==> config.mk <==
export PLATFORM = sky130hd
export DESIGN_NAME = multicycle_controller_flat
export DESIGN_NICKNAME = d
export VERILOG_FILES = /design/src/rtl/multicycle_controller_if.sv /design/src/rtl/multicycle_controller.sv /design/src/flat_wrapper.sv
export SDC_FILE = /design/constraint.sdc
export NUM_CORES = 1
export LEC_CHECK = 0
export ABC_AREA = 1
export CAP_MARGIN = 30
export CORE_MARGIN = 2
export CORE_UTILIZATION = 40
export CTS_CLUSTER_DIAMETER = 40
export DETAILED_ROUTE_END_ITERATION = 7
export PLACE_DENSITY = 0.7
export SYNTH_ARGS = -nofsm -noshare
export SYNTH_HDL_FRONTEND = slang
export SYNTH_SLANG_ARGS = --single-unit
==> constraint.sdc <==
create_clock -name clk -period 3.16 [get_ports clk]
set_input_delay 0.316 -clock clk [delete_from_list [all_inputs] [get_ports clk]]
set_output_delay 0.316 -clock clk [all_outputs]
set_load 0.005 [all_outputs]
==> src/rtl/multicycle_controller_if.sv <==
// Memory-side handshake between the multicycle controller and the
// shared instruction/data memory.
interface multicycle_controller_if;
    logic mem_req;
    logic MemWrite;
    logic AdrSrc;
    logic mem_ready;

    modport master (
        output mem_req,
        output MemWrite,
        output AdrSrc,
        input  mem_ready
    );

    modport slave (
        input  mem_req,
        input  MemWrite,
        input  AdrSrc,
        output mem_ready
    );
endinterface

==> src/rtl/multicycle_controller.sv <==
// Multicycle RV32I control FSM: fetch/decode/execute/memory/writeback
// sequencing over a shared memory, branch resolution, traps, instret.
module multicycle_controller #(
    parameter bit MEM_WAIT     = 1'b1,
    parameter bit ILLEGAL_TRAP = 1'b1,
    parameter int CNT_W        = 32
) (
    input  logic                    clk,
    input  logic                    reset,
    input  logic [6:0]              op,
    input  logic [2:0]              funct3,
    input  logic                    Zero,
    input  logic                    Lt,
    input  logic                    LtU,
    multicycle_controller_if.master mem,
    output logic                    IRWrite,
    output logic                    PCWrite,
    output logic                    pc_lsb_clr,
    output logic                    RegWrite,
    output logic [1:0]              ALUSrcA,
    output logic [1:0]              ALUSrcB,
    output logic [1:0]              ALUOp,
    output logic [1:0]              ResultSrc,
    output logic [2:0]              ImmSrc,
    output logic [2:0]              Load,
    output logic [1:0]              Store,
    output logic                    illegal,
    output logic                    instr_done,
    output logic [CNT_W-1:0]        instret
);
    localparam logic [6:0] OP_LOAD   = 7'b0000011;
    localparam logic [6:0] OP_STORE  = 7'b0100011;
    localparam logic [6:0] OP_R      = 7'b0110011;
    localparam logic [6:0] OP_I      = 7'b0010011;
    localparam logic [6:0] OP_BRANCH = 7'b1100011;
    localparam logic [6:0] OP_JAL    = 7'b1101111;
    localparam logic [6:0] OP_JALR   = 7'b1100111;
    localparam logic [6:0] OP_LUI    = 7'b0110111;
    localparam logic [6:0] OP_AUIPC  = 7'b0010111;
    localparam logic [CNT_W-1:0] CNT_ONE = CNT_W'(1);

    typedef enum logic [3:0] {
        FETCH, DECODE, MEMADR, MEMREAD, MEMWB, MEMWRITE, EXECR,
        EXECI, ALUWB, BRANCH, JAL, JALR, LINK, LUI, TRAP
    } state_t;

    state_t state;
    logic   rdy;
    logic   bad;
    logic   take;
    logic   retire;

    // Without wait states the memory is assumed to answer every cycle.
    assign rdy = MEM_WAIT ? mem.mem_ready : 1'b1;

    assign Load       = funct3;
    assign Store      = funct3[1:0];
    assign instr_done = retire;

    always_comb begin
        bad = 1'b0;
        unique case (op)
            OP_LOAD:   bad = funct3 inside {3'b011, 3'b110, 3'b111};
            OP_STORE:  bad = funct3[2] | (funct3[1:0] == 2'b11);
            OP_BRANCH: bad = (funct3[2:1] == 2'b01);
            OP_R, OP_I, OP_JAL, OP_JALR, OP_LUI, OP_AUIPC: bad = 1'b0;
            default:   bad = 1'b1;
        endcase
    end

    always_comb begin
        take = 1'b0;
        unique case (funct3)
            3'b000:  take = Zero;
            3'b001:  take = !Zero;
            3'b100:  take = Lt;
            3'b101:  take = !Lt;
            3'b110:  take = LtU;
            3'b111:  take = !LtU;
            default: take = 1'b0;
        endcase
    end

    always_comb begin
        ImmSrc = 3'b000;
        unique case (op)
            OP_STORE:         ImmSrc = 3'b001;
            OP_BRANCH:        ImmSrc = 3'b010;
            OP_JAL:           ImmSrc = 3'b011;
            OP_LUI, OP_AUIPC: ImmSrc = 3'b100;
            default:          ImmSrc = 3'b000;
        endcase
    end

    always_comb begin
        retire = 1'b0;
        unique case (state)
            MEMWB, ALUWB, BRANCH: retire = 1'b1;
            MEMWRITE:             retire = rdy;
            DECODE:               retire = bad && !ILLEGAL_TRAP;
            default:              retire = 1'b0;
        endcase
        if (reset) retire = 1'b0;
    end

    always_comb begin
        mem.mem_req  = 1'b0;
        mem.MemWrite = 1'b0;
        mem.AdrSrc   = 1'b0;
        IRWrite      = 1'b0;
        PCWrite      = 1'b0;
        pc_lsb_clr   = 1'b0;
        RegWrite     = 1'b0;
        ALUSrcA      = 2'b00;
        ALUSrcB      = 2'b00;
        ALUOp        = 2'b00;
        ResultSrc    = 2'b00;
        illegal      = 1'b0;
        unique case (state)
            FETCH: begin
                mem.mem_req = 1'b1;
                ALUSrcB     = 2'b10;
                ResultSrc   = 2'b10;
                IRWrite     = rdy;
                PCWrite     = rdy;
            end
            DECODE: begin
                ALUSrcA = 2'b01;
                ALUSrcB = 2'b01;
            end
            MEMADR: begin
                ALUSrcA = 2'b10;
                ALUSrcB = 2'b01;
            end
            MEMREAD: begin
                mem.mem_req = 1'b1;
                mem.AdrSrc  = 1'b1;
            end
            MEMWB: begin
                ResultSrc = 2'b01;
                RegWrite  = 1'b1;
            end
            MEMWRITE: begin
                mem.mem_req  = 1'b1;
                mem.AdrSrc   = 1'b1;
                mem.MemWrite = 1'b1;
            end
            EXECR: begin
                ALUSrcA = 2'b10;
                ALUOp   = 2'b10;
            end
            EXECI: begin
                ALUSrcA = 2'b10;
                ALUSrcB = 2'b01;
                ALUOp   = 2'b10;
            end
            ALUWB: RegWrite = 1'b1;
            BRANCH: begin
                ALUSrcA = 2'b10;
                ALUOp   = 2'b01;
                PCWrite = take;
            end
            JAL: begin
                PCWrite = 1'b1;
                ALUSrcA = 2'b01;
                ALUSrcB = 2'b10;
            end
            JALR: begin
                ALUSrcA    = 2'b10;
                ALUSrcB    = 2'b01;
                ResultSrc  = 2'b10;
                PCWrite    = 1'b1;
                pc_lsb_clr = 1'b1;
            end
            LINK: begin
                ALUSrcA = 2'b01;
                ALUSrcB = 2'b10;
            end
            LUI: begin
                ALUSrcA = 2'b11;
                ALUSrcB = 2'b01;
            end
            TRAP: illegal = 1'b1;
            default: ;
        endcase
        // Reset aborts whatever is in flight, so nothing may be written.
        if (reset) begin
            mem.mem_req  = 1'b0;
            mem.MemWrite = 1'b0;
            IRWrite      = 1'b0;
            PCWrite      = 1'b0;
            RegWrite     = 1'b0;
            illegal      = 1'b0;
        end
    end

    always_ff @(posedge clk) begin
        if (reset) begin
            state   <= FETCH;
            instret <= '0;
        end else begin
            if (retire) instret <= instret + CNT_ONE;
            unique case (state)
                FETCH: if (rdy) state <= DECODE;
                DECODE: begin
                    if (bad) begin
                        state <= ILLEGAL_TRAP ? TRAP : FETCH;
                    end else begin
                        unique case (op)
                            OP_LOAD, OP_STORE: state <= MEMADR;
                            OP_R:              state <= EXECR;
                            OP_I:              state <= EXECI;
                            OP_BRANCH:         state <= BRANCH;
                            OP_JAL:            state <= JAL;
                            OP_JALR:           state <= JALR;
                            OP_LUI:            state <= LUI;
                            OP_AUIPC:          state <= ALUWB;
                            default:           state <= FETCH;
                        endcase
                    end
                end
                MEMADR:       state <= (op == OP_STORE) ? MEMWRITE : MEMREAD;
                MEMREAD:      if (rdy) state <= MEMWB;
                MEMWB:        state <= FETCH;
                MEMWRITE:     if (rdy) state <= FETCH;
                EXECR, EXECI: state <= ALUWB;
                ALUWB:        state <= FETCH;
                BRANCH:       state <= FETCH;
                JAL:          state <= ALUWB;
                JALR:         state <= LINK;
                LINK:         state <= ALUWB;
                LUI:          state <= ALUWB;
                TRAP:         state <= TRAP;
                default:      state <= FETCH;
            endcase
        end
    end
endmodule

==> src/flat_wrapper.sv <==
// flat-port wrapper written by rule: the top's interface ports become plain ports
module multicycle_controller_flat 
#(
    parameter bit MEM_WAIT     = 1'b1,
    parameter bit ILLEGAL_TRAP = 1'b1,
    parameter int CNT_W        = 32
)
  (clk, reset, op, funct3, Zero, Lt, LtU, IRWrite, PCWrite, pc_lsb_clr, RegWrite, ALUSrcA, ALUSrcB, ALUOp, ResultSrc, ImmSrc, Load, Store, illegal, instr_done, instret, mem_mem_req, mem_MemWrite, mem_AdrSrc, mem_mem_ready);
  multicycle_controller_if mem_i ();
  input  logic clk;
  input  logic reset;
  input  logic [6:0] op;
  input  logic [2:0] funct3;
  input  logic Zero;
  input  logic Lt;
  input  logic LtU;
  output logic IRWrite;
  output logic PCWrite;
  output logic pc_lsb_clr;
  output logic RegWrite;
  output logic [1:0] ALUSrcA;
  output logic [1:0] ALUSrcB;
  output logic [1:0] ALUOp;
  output logic [1:0] ResultSrc;
  output logic [2:0] ImmSrc;
  output logic [2:0] Load;
  output logic [1:0] Store;
  output logic illegal;
  output logic instr_done;
  output logic [CNT_W-1:0] instret;
  output wire logic [$bits(mem_i.mem_req)-1:0] mem_mem_req;
  output wire logic [$bits(mem_i.MemWrite)-1:0] mem_MemWrite;
  output wire logic [$bits(mem_i.AdrSrc)-1:0] mem_AdrSrc;
  input wire logic [$bits(mem_i.mem_ready)-1:0] mem_mem_ready;
  assign mem_mem_req = mem_i.mem_req;
  assign mem_MemWrite = mem_i.MemWrite;
  assign mem_AdrSrc = mem_i.AdrSrc;
  assign mem_i.mem_ready = mem_mem_ready;
  multicycle_controller #(.MEM_WAIT(MEM_WAIT), .ILLEGAL_TRAP(ILLEGAL_TRAP), .CNT_W(CNT_W)) u_core (.clk(clk), .reset(reset), .op(op), .funct3(funct3), .Zero(Zero), .Lt(Lt), .LtU(LtU), .mem(mem_i), .IRWrite(IRWrite), .PCWrite(PCWrite), .pc_lsb_clr(pc_lsb_clr), .RegWrite(RegWrite), .ALUSrcA(ALUSrcA), .ALUSrcB(ALUSrcB), .ALUOp(ALUOp), .ResultSrc(ResultSrc), .ImmSrc(ImmSrc), .Load(Load), .Store(Store), .illegal(illegal), .instr_done(instr_done), .instret(instret));
endmodule
==> run summary <==
run status: finished, final reports clean
post-cts hold buffer count: 0
cell-internal power: 0.00107 W
Worst-path clk slew: 70 ps
Final ANT Viol Nets: 0
first-pass GRT wire length: 12.1 mm
1st-pass router iterations: 5
Worst Path Arrival: 2050 ps
Vias: 2,942
sequential fraction of the synthesis area: 28.1%
Yosys reg bits: 36
share of layout cells above drive strength 1: 7.00%
Avg Cell Area, Syn: 6.00 um^2
area leader, netlist: dfxtp_1
VDD IR max: 0.250 mV
Crit. Startpoint: funct3[2]
met1 Use GR: 29.2%
Leakage: 1.34 nW
grt met3 use: 2.97%
CTS buffer count: 5
First DRT Iteration DRCs: 243
P_sw: 0.000588 W
Max-Cap Viols: 0
Reg-to-Reg End: u_core.instret[12]$_SDFFE_PP0P_
Root Driver: clkbuf_8
Skew-Pair Late Insertion Delay: 290 ps
H-tree depth: 2
reg2reg path depth: 10
Switching Share: 35.4%
Synth-to-Final Area Change: 34.9%
initial antenna violation count: 0
CP Capture Type: output pin
Slew @ Worst Pin: 491 ps
I/O pins: 73
DR DRC count: 0
endpoints failing hold: 0
final WL: 7.22 mm
largest net degree at the start of global routing: 20
Slew Viols, Final: 0
Pwr per Cell Area: 480 nW/um^2
endpoints failing setup: 0
Final min period: 2360 ps
R2R Setup Slk: 1290 ps
Slew HR: 67.0%
combinational power share: 41.4%
CP startpoint kind: input port
RePlAce Congestion: 0.927
fmax: 423 MHz
Reg2Reg Launch Point: u_core.state[3]$_SDFFE_PP0P_
Hold Slack: 500 ps
Starting Density: 40.9%
CTS resizes: 0
# Post-CTS Setup Buffers: 0
GRT Util Overall: 20.5%
antenna cells: 0
synth top area cells: dfxtp_1 28%, nand2_1 16%, nor2_1 9.8%
Req. time, crit path: 2840 ps
critical path fanouts, max: 6
syn nets: 445
Synth Warn #: 0
Die Area: 7080 um^2
setup ws final: 797 ps
critical path class: input port to output pin
Setup TNS: 0 ps
Nets: 516
Clock Skew: 9.08 ps
Clock Path Buffers: 2
Place WS: 786 ps
Netlist cell types: 36
Post-Syn Instances: 428
height of the die: 84.1 um
Port Buffers: 72
Die W: 84.1 um
Hold Path Class: flip-flop to flip-flop
share of power burned in registers: 31.7%
vias per inst: 5.10
RSZ-0062 raised after global routing: no
grt total ovfl: 0
Worst setup endpoint: PCWrite
vias in the first global route: 2,679
grt peak-use layer: met2
CORE AREA: 6280 um^2
Clk network pwr share: 26.9%
Tcrit/Tclk final: 74.8%
Rows: 29
Final HPWL DP: 5.67 mm
top-area cell type share of the netlist area: 28.1%
Clock Sinks: 36
area of the mapped netlist: 2570 um^2
WL/cell: 12.5 um
TritonCTS clock tree: done
met2 usage: 32.9%
cell usage in the layout, fill, tap and decap left out, types with 3 or more instances in the layout:
| cell type | instances |
|---|---|
| o21ai_1 | 5 |
| nand2_1 | 112 |
| o21ai_0 | 12 |
| dfxtp_1 | 36 |
| clkdlybuf4s50_1 | 72 |
| nand3_1 | 25 |
| nor3_1 | 18 |
| nand2_2 | 3 |
| nor2_2 | 5 |
| xor2_1 | 5 |
| nor2_1 | 67 |
| nand4_1 | 10 |
| o211ai_1 | 5 |
| buf_4 | 3 |
| clkbuf_8 | 7 |
| inv_2 | 6 |
| inv_1 | 48 |
| a21oi_1 | 29 |
| a31oi_1 | 4 |
| xnor2_1 | 7 |
sequential cells by signal (all words and copies together) (netlist names):
signal          flops
u_core.state        4
u_core.instret     32
layout make-up:
type,instances,area (um^2)
clock buffers,7,96.3
clock inverters,1,30.0
fillers,611,2810
inverters,56,213
multi-input cells,325,1570
flip-flops and latches,36,721
well taps,77,96.3
repair buffers,75,743
power groups by stage:
stage          clock network [W]  registers [W]  logic (W)
6_report                0.000447       0.000527   0.000688
5_1_grt                 0.000473       0.000534   0.000754
4_1_cts                 0.000454       0.000527   0.000687
3_5_place_dp                   0       0.000537   0.000685
3_3_place_gp                   0       0.000537   0.000682
2_1_floorplan                  0       0.000532   0.000393
synthesized netlist by cell type, drive strengths merged:
master / count
a21oi: 29
nor4: 2
clkbuf: 4
inv: 55
dfxtp: 36
clkinv: 1
nor3: 19
nor3b: 2
a211oi: 1
o22ai: 1
xnor2: 7
nor2: 74
nand2: 117
o21ai: 18
a31oi: 4
or2: 1
ha: 1
xor2: 5
nand4: 10
nand3b: 1
nand3: 27
o22a: 1
o211ai: 5
buf: 7
stage by stage:
stage          util [%]  power [W]  instance area (um^2)  instances
6_report           55.2    0.00166                  3460        577
3_3_place_gp       53.2    0.00122                  3340        569
3_5_place_dp       53.2    0.00122                  3340        569
5_1_grt            55.2    0.00176                  3460        577
4_1_cts            55.2    0.00167                  3460        577
2_1_floorplan         -   0.000925                  2570        428
cells by family (layout without fill, tap and decap cells):
family	after synthesis	count (layout)	share of synthesized area (%)
AO/OA/AOI/OAI	59	59	12.9
XOR/XNOR	12	12	4.09
AND/OR/NAND/NOR	253	253	43.5
adder cells (fa/ha/maj)	1	1	0.487
flip-flops	36	36	28.1
buffers and inverters	67	139	11.0
worst min path at each step:
stage                                          startpoint                              end  slack, ps  cells past startpoint
after floorplan            u_core.instret[0]$_SDFFE_PP0P_   u_core.instret[0]$_SDFFE_PP0P_        470                      1
after global placement     u_core.instret[0]$_SDFFE_PP0P_   u_core.instret[0]$_SDFFE_PP0P_        480                      1
after detailed placement  u_core.instret[20]$_SDFFE_PP0P_  u_core.instret[20]$_SDFFE_PP0P_        490                      2
after CTS                 u_core.instret[20]$_SDFFE_PP0P_  u_core.instret[20]$_SDFFE_PP0P_        500                      2
after global routing      u_core.instret[20]$_SDFFE_PP0P_  u_core.instret[20]$_SDFFE_PP0P_        530                      2
final                     u_core.instret[20]$_SDFFE_PP0P_  u_core.instret[20]$_SDFFE_PP0P_        500                      2
metal layers:
layer | part of all wire, % | routed length (um)
met1 | 49 | 3530
met2 | 44 | 3200
met3 | 5.6 | 401
met4 | 1.2 | 86
met5 | 0 | 0
critical path, cell delays in order:
cell	delay, ps
clkdlybuf4s50_1	560
nand2_1	70
o21ai_0	70
inv_1	70
nand2_1	60
nand2_1	50
o22ai_1	130
nand2_1	70
a31oi_1	130
clkdlybuf4s50_1	520
No activity file was read; power rests on OpenSTA's default activity.
